File: src/rtl/decode_instruction_queue.sv
// Decoded-instruction queue between decode and dispatch.
// Circular buffer of packed entries, oldest entry presented with valid/ready.
// stall_o leaves enough room for instructions still in flight through decode.
module decode_instruction_queue #(
    parameter int unsigned addressWidth            = 64,
    parameter int unsigned opcodeSize              = 12,
    parameter int unsigned funcUnitCodeSize        = 3,
    parameter int unsigned instructionCounterWidth = 64,
    parameter int unsigned instMinIdWidth          = 7,
    parameter int unsigned PidSize                 = 20,
    parameter int unsigned TidSize                 = 16,
    parameter int unsigned regAccessPatternSize    = 2,
    parameter int unsigned bodyWidth               = 84,
    parameter int unsigned depth                   = 8,
    parameter int unsigned stallReserve            = 4
) (
    input  logic                               clock_i,
    input  logic                               reset_i,
    input  logic                               flush_i,
    input  logic                               enable_i,
    input  logic [24:0]                        instFormat_i,
    input  logic [opcodeSize-1:0]              opcode_i,
    input  logic [addressWidth-1:0]            address_i,
    input  logic [funcUnitCodeSize-1:0]        funcUnitType_i,
    input  logic [instructionCounterWidth-1:0] majID_i,
    input  logic [instMinIdWidth-1:0]          minID_i,
    input  logic                               is64Bit_i,
    input  logic [PidSize-1:0]                 pid_i,
    input  logic [TidSize-1:0]                 tid_i,
    input  logic [regAccessPatternSize-1:0]    op1rw_i,
    input  logic [regAccessPatternSize-1:0]    op2rw_i,
    input  logic [regAccessPatternSize-1:0]    op3rw_i,
    input  logic [regAccessPatternSize-1:0]    op4rw_i,
    input  logic                               op1IsReg_i,
    input  logic                               op2IsReg_i,
    input  logic                               op3IsReg_i,
    input  logic                               op4IsReg_i,
    input  logic [bodyWidth-1:0]               body_i,
    input  logic                               ready_i,
    output logic                               valid_o,
    output logic [24:0]                        instFormat_o,
    output logic [opcodeSize-1:0]              opcode_o,
    output logic [addressWidth-1:0]            address_o,
    output logic [funcUnitCodeSize-1:0]        funcUnitType_o,
    output logic [instructionCounterWidth-1:0] majID_o,
    output logic [instMinIdWidth-1:0]          minID_o,
    output logic                               is64Bit_o,
    output logic [PidSize-1:0]                 pid_o,
    output logic [TidSize-1:0]                 tid_o,
    output logic [regAccessPatternSize-1:0]    op1rw_o,
    output logic [regAccessPatternSize-1:0]    op2rw_o,
    output logic [regAccessPatternSize-1:0]    op3rw_o,
    output logic [regAccessPatternSize-1:0]    op4rw_o,
    output logic                               op1IsReg_o,
    output logic                               op2IsReg_o,
    output logic                               op3IsReg_o,
    output logic                               op4IsReg_o,
    output logic [bodyWidth-1:0]               body_o,
    output logic                               stall_o,
    output logic [$clog2(depth):0]             count_o,
    output logic                               overflow_o
);

    localparam int unsigned AW = $clog2(depth);
    localparam int unsigned CW = AW + 1;
    localparam int unsigned EntryWidth = 25 + opcodeSize + addressWidth + funcUnitCodeSize
                                       + instructionCounterWidth + instMinIdWidth + 1 + PidSize
                                       + TidSize + 4 * regAccessPatternSize + 4 + bodyWidth;
    localparam logic [CW-1:0] DepthC   = CW'(depth);
    localparam logic [CW-1:0] LastPtr  = CW'(depth - 1);
    localparam logic [CW-1:0] ReserveC = CW'(stallReserve);

    logic [EntryWidth-1:0] mem [depth];
    logic [EntryWidth-1:0] wr_entry;
    logic [EntryWidth-1:0] head_entry;

    logic [CW-1:0] rd_ptr_q, rd_ptr_d;
    logic [CW-1:0] wr_ptr_q, wr_ptr_d;
    logic [CW-1:0] count_q, count_d;
    logic [CW-1:0] free_d;
    logic          stall_q, stall_d;
    logic          overflow_q, overflow_d;
    logic          full;
    logic          do_pop;
    logic          do_push;

    assign wr_entry = {instFormat_i, opcode_i, address_i, funcUnitType_i, majID_i, minID_i,
                       is64Bit_i, pid_i, tid_i, op1rw_i, op2rw_i, op3rw_i, op4rw_i,
                       op1IsReg_i, op2IsReg_i, op3IsReg_i, op4IsReg_i, body_i};

    assign full    = (count_q == DepthC);
    assign valid_o = (count_q != '0);
    assign do_pop  = valid_o && ready_i && !flush_i;
    assign do_push = enable_i && (!full || do_pop) && !flush_i;

    // Next-state for pointers, occupancy, stall and sticky overflow.
    always_comb begin
        rd_ptr_d   = rd_ptr_q;
        wr_ptr_d   = wr_ptr_q;
        count_d    = count_q;
        overflow_d = overflow_q;
        if (flush_i) begin
            rd_ptr_d = '0;
            wr_ptr_d = '0;
            count_d  = '0;
        end else begin
            if (do_pop) begin
                rd_ptr_d = (rd_ptr_q == LastPtr) ? '0 : rd_ptr_q + 1'b1;
            end
            if (do_push) begin
                wr_ptr_d = (wr_ptr_q == LastPtr) ? '0 : wr_ptr_q + 1'b1;
            end
            if (do_push && !do_pop) begin
                count_d = count_q + 1'b1;
            end else if (do_pop && !do_push) begin
                count_d = count_q - 1'b1;
            end
            // A push into a full queue without a pop is dropped.
            if (enable_i && full && !do_pop) begin
                overflow_d = 1'b1;
            end
        end
        free_d  = DepthC - count_d;
        stall_d = flush_i ? 1'b0 : (free_d <= ReserveC);
    end

    // Control state with asynchronous active-low reset.
    always_ff @(posedge clock_i or negedge reset_i) begin
        if (!reset_i) begin
            rd_ptr_q   <= '0;
            wr_ptr_q   <= '0;
            count_q    <= '0;
            stall_q    <= 1'b0;
            overflow_q <= 1'b0;
        end else begin
            rd_ptr_q   <= rd_ptr_d;
            wr_ptr_q   <= wr_ptr_d;
            count_q    <= count_d;
            stall_q    <= stall_d;
            overflow_q <= overflow_d;
        end
    end

    // Entry storage; deliberately not reset.
    always_ff @(posedge clock_i) begin
        if (do_push) begin
            mem[wr_ptr_q[AW-1:0]] <= wr_entry;
        end
    end

    // Head fields read 0 whenever the queue is empty.
    always_comb begin
        head_entry = '0;
        if (valid_o) begin
            head_entry = mem[rd_ptr_q[AW-1:0]];
        end
    end

    assign {instFormat_o, opcode_o, address_o, funcUnitType_o, majID_o, minID_o,
            is64Bit_o, pid_o, tid_o, op1rw_o, op2rw_o, op3rw_o, op4rw_o,
            op1IsReg_o, op2IsReg_o, op3IsReg_o, op4IsReg_o, body_o} = head_entry;

    assign stall_o    = stall_q;
    assign count_o    = count_q;
    assign overflow_o = overflow_q;

endmodule
File: config.mk
export PLATFORM = sky130hd
export DESIGN_NAME = decode_instruction_queue
export DESIGN_NICKNAME = d
export VERILOG_FILES = /design/src/rtl/decode_instruction_queue.sv
export SDC_FILE = /design/constraint.sdc
export NUM_CORES = 2
export LEC_CHECK = 0
export ABC_AREA = 0
export CAP_MARGIN = 10
export CELL_PAD_IN_SITES_DETAIL_PLACEMENT = 1
export CELL_PAD_IN_SITES_GLOBAL_PLACEMENT = 2
export CORE_AREA = 4 4 565 567
export CTS_BUF_LIST = sky130_fd_sc_hd__clkbuf_4 sky130_fd_sc_hd__clkbuf_8
export CTS_CLUSTER_DIAMETER = 80
export DETAILED_ROUTE_END_ITERATION = 10
export DIE_AREA = 0 0 569 571
export GPL_TIMING_DRIVEN = 0
export PLACE_DENSITY_LB_ADDON = 0.15
export SETUP_SLACK_MARGIN = 0.5
export SYNTH_ARGS = -nofsm -noshare
export SYNTH_HDL_FRONTEND = slang
export SYNTH_SLANG_ARGS = --single-unit
File: constraint.sdc
create_clock -name clock_i -period 32.7 [get_ports clock_i]
set_clock_uncertainty 0.2 [all_clocks]
set_input_delay 4.905 -clock clock_i [delete_from_list [all_inputs] [get_ports clock_i]]
set_output_delay 4.905 -clock clock_i [all_outputs]
set_load 0.005 [all_outputs]
==> out/qor.txt <==
Syn. warnings: 0
peak supply drop: 0.0336 mV
Seq/Total Area, Yosys: 79.1%
drt pass-1 iters: 5
hpwl dp: 181 mm
WL per Instance: 27.5 um
FP Rows: 206
Longest Clk Path Bufs: 4
clk slew on worst S/H paths: 0.05 ns
number of global-route vias before repair: 50,900
I/O Buffers: 627
PostCTS Resize Cnt: 0
Clock Latency Late Sink: 1.01 ns
count of cell types in the netlist: 50
P_leak: 0.0361 uW
max incr delay on CP: 0.72 ns
setup violators final: 0
TritonCTS Buffers: 439
Util after Layout: 37.4%
critical setup path kind: reg -> out
nature of the critical path endpoint: output pin
CTS Root Cell: clkbuf_8
Max Freq: 97.5 MHz
Layout area overhead: 25.0%
WP data arrival: 5.15 ns
worst hold start: overflow_o
outcome: complete, no violations
Critical Path RT: 27.59 ns
Design Power: 8190 uW
largest net degree at the start of global routing: 23
pwr dens: 69.7 mW/mm2
EDFF count, synth: 2,464
Slew @ Worst Pin: 1.09 ns
most frequent cells in the layout: edfxtp_1, clkdlybuf4s50_1, mux4_2
gr ovfl total: 0
RSZ-0062 raised after global routing: no
mapped cell area: 0.0940 mm2
Final Worst Setup Slack: 22.44 ns
Post-Syn Area per Cell: 23.4 um2
GP Congestion: 0.694
core area: 0.314 mm2
initial drt markers: 3,154
die footprint: 0.325 mm2
Via density: 4.67
worst path buffer plus inverter count: 5
highest-delay cell along the critical path: buf_2
Crit path top cell by count: buf_2
RR Startpoint: count_o[0]
DR DRC count: 0
cts hold-fix bufs: 0
CP cell instances: inv_1, ha_1, nor3b_2, buf_2, buf_2, buf_1, nor2_1, clkdlybuf4s50_1
layout cells sized above 1: 29.1%
CTS H-tree depth: 5
most common cell after layout, fill and taps aside: edfxtp_1
predominant post-synthesis flop cell: edfxtp_1
hold path depth: 1
post-synth top area cell: edfxtp_1
Post-synth ARST share: 0.525%
RR Endpoint: mem[0][185]
Post-Place Worst Slack: 23.17 ns
antenna violations before repair: 100
CTS tree: done
setup TNS: 0 ns
syn_nets: 4,332
Max Cap Violations: 0
relative slew slack: 27.1%
Post-CTS Setup Inserts: 0
crit path max fanout: 10
Tmin final: 10.26 ns
final worst path period share: 31.4%
Synth Instances: 4,014
Worst Hold End: overflow_o
Tot GR Track Use: 16.4%
Max Slew Vio Count: 0
drt total wl: 270 mm
FF-to-FF setup slack: 28.18 ns
Vert. Die Dim: 571 um
Starting Density: 29.9%
Startpoint Class: flop
Synth top area share: 78.7%
IO Count: 628
clock sink total: 2,477
number of nets still failing antenna checks after routing: 0
Via Count: 45,800
Die Width: 569 um
CP top delay family: buffers and inverters
Worst Hold Class: reg -> reg
final-stage net count: 5,600
first-pass GRT wire length: 384 mm
R2R cell count: 14
synthesized flop and latch total: 2,477
Fin. Hold Viols: 0
largest cells by area after synthesis: edfxtp_1, mux4_2, mux2i_1
-- through the flow --
step	cell area, um2	hold slack, ns	cells
6_report	118000	0.265	9815
4_1_cts	117000	0.269	9787
3_5_place_dp	109000	0.257	9001
3_3_place_gp	105000	0.258	8801
2_1_floorplan	94000	0.260	4014
5_1_grt	117000	0.281	9795
-- sequential cells by signal, summed over array words and instances (netlist names) --
signal / flops
count_o: 4
stall_o: 1
mem: 2464
overflow_o: 1
rd_ptr_q: 3
wr_ptr_q: 4
-- layer usage --
layer / share of wire [%] / vias to the layer above / track usage (%) / wire length [um]
met2: 48 / 1177 / 26.8 / 130000
met4: 2.7 / 72 / 4.72 / 7190
met1: 42 / 24500 / 21.3 / 113000
met3: 6.7 / 517 / 4.69 / 18100
met5: 0.18 / - / 0 / 478
li1: - / 19600 / - / -
-- area by class of cell --
| type | count | area (um2) |
|---|---|---|
| Buffer | 214 | 980 |
| Fill cell | 30200 | 197000 |
| Tap cell | 4160 | 5200 |
| Clock buffer | 596 | 7250 |
| Sequential cell | 2477 | 74300 |
| Multi-Input combinational cell | 1315 | 18700 |
| Antenna cell | 28 | 70.1 |
| Timing Repair Buffer | 827 | 9590 |
| Clock inverter | 190 | 1370 |
| Inverter | 8 | 32.5 |
-- worst register-to-register path: stages, from the launching register on --
cell,delay [ns]
dfrtp_1,0.52
inv_1,0.12
ha_1,0.27
nand3b_1,0.17
o21ai_1,0.23
or3_1,0.53
nor3_2,0.67
buf_6,0.25
buf_8,0.16
buf_6,0.18
buf_6,0.19
buf_6,0.17
buf_4,0.23
buf_8,0.18
buf_6,0.18
-- Yosys cell counts (4+ instances only) --
| cell | n |
|---|---|
| a21oi_1 | 6 |
| buf_1 | 26 |
| buf_2 | 111 |
| buf_6 | 4 |
| clkbuf_1 | 72 |
| dfrtp_1 | 13 |
| edfxtp_1 | 2464 |
| ha_1 | 5 |
| inv_1 | 6 |
| mux2i_1 | 309 |
| mux4_2 | 616 |
| nand2_1 | 4 |
| nand3_1 | 4 |
| nor2_1 | 325 |
| nor3_1 | 4 |
-- report_power, final --
group	switching, uW	leakage (uW)	total, uW	internal (uW)
Sequential	12.5	0.0224	3560	3550
Clock	1300	0.00457	2830	1530
Combinational	926	0.00908	1790	867
-- cells by family after synthesis --
| group | after synthesis | share of synthesized area [%] |
|---|---|---|
| adders and majority gates | 5 | 0.0666 |
| AOI/OAI and AO/OA | 20 | 0.156 |
| buffers and inverters | 222 | 1.07 |
| xor gates and xnor gates | 5 | 0.0466 |
| muxes | 925 | 18.0 |
| DFF | 2477 | 79.1 |
| and+or+nand+nor | 360 | 1.55 |
-- worst max path at each step --
| stage | from | end | slack (ns) | cells after the start |
|---|---|---|---|---|
| final | count_o[0] | address_o[13] | 22.44 | 8 |
| after floorplan | flush_i | mem[0][0] | 4.73 | 5 |
| after global placement | enable_i | mem[0][186] | -25.50 | 5 |
| after CTS | count_o[0] | address_o[13] | 21.95 | 8 |
| after detailed placement | count_o[0] | address_o[13] | 23.17 | 8 |
| after global routing | count_o[0] | address_o[13] | 21.94 | 8 |
Note: power is estimated with default switching activity, not from simulation.
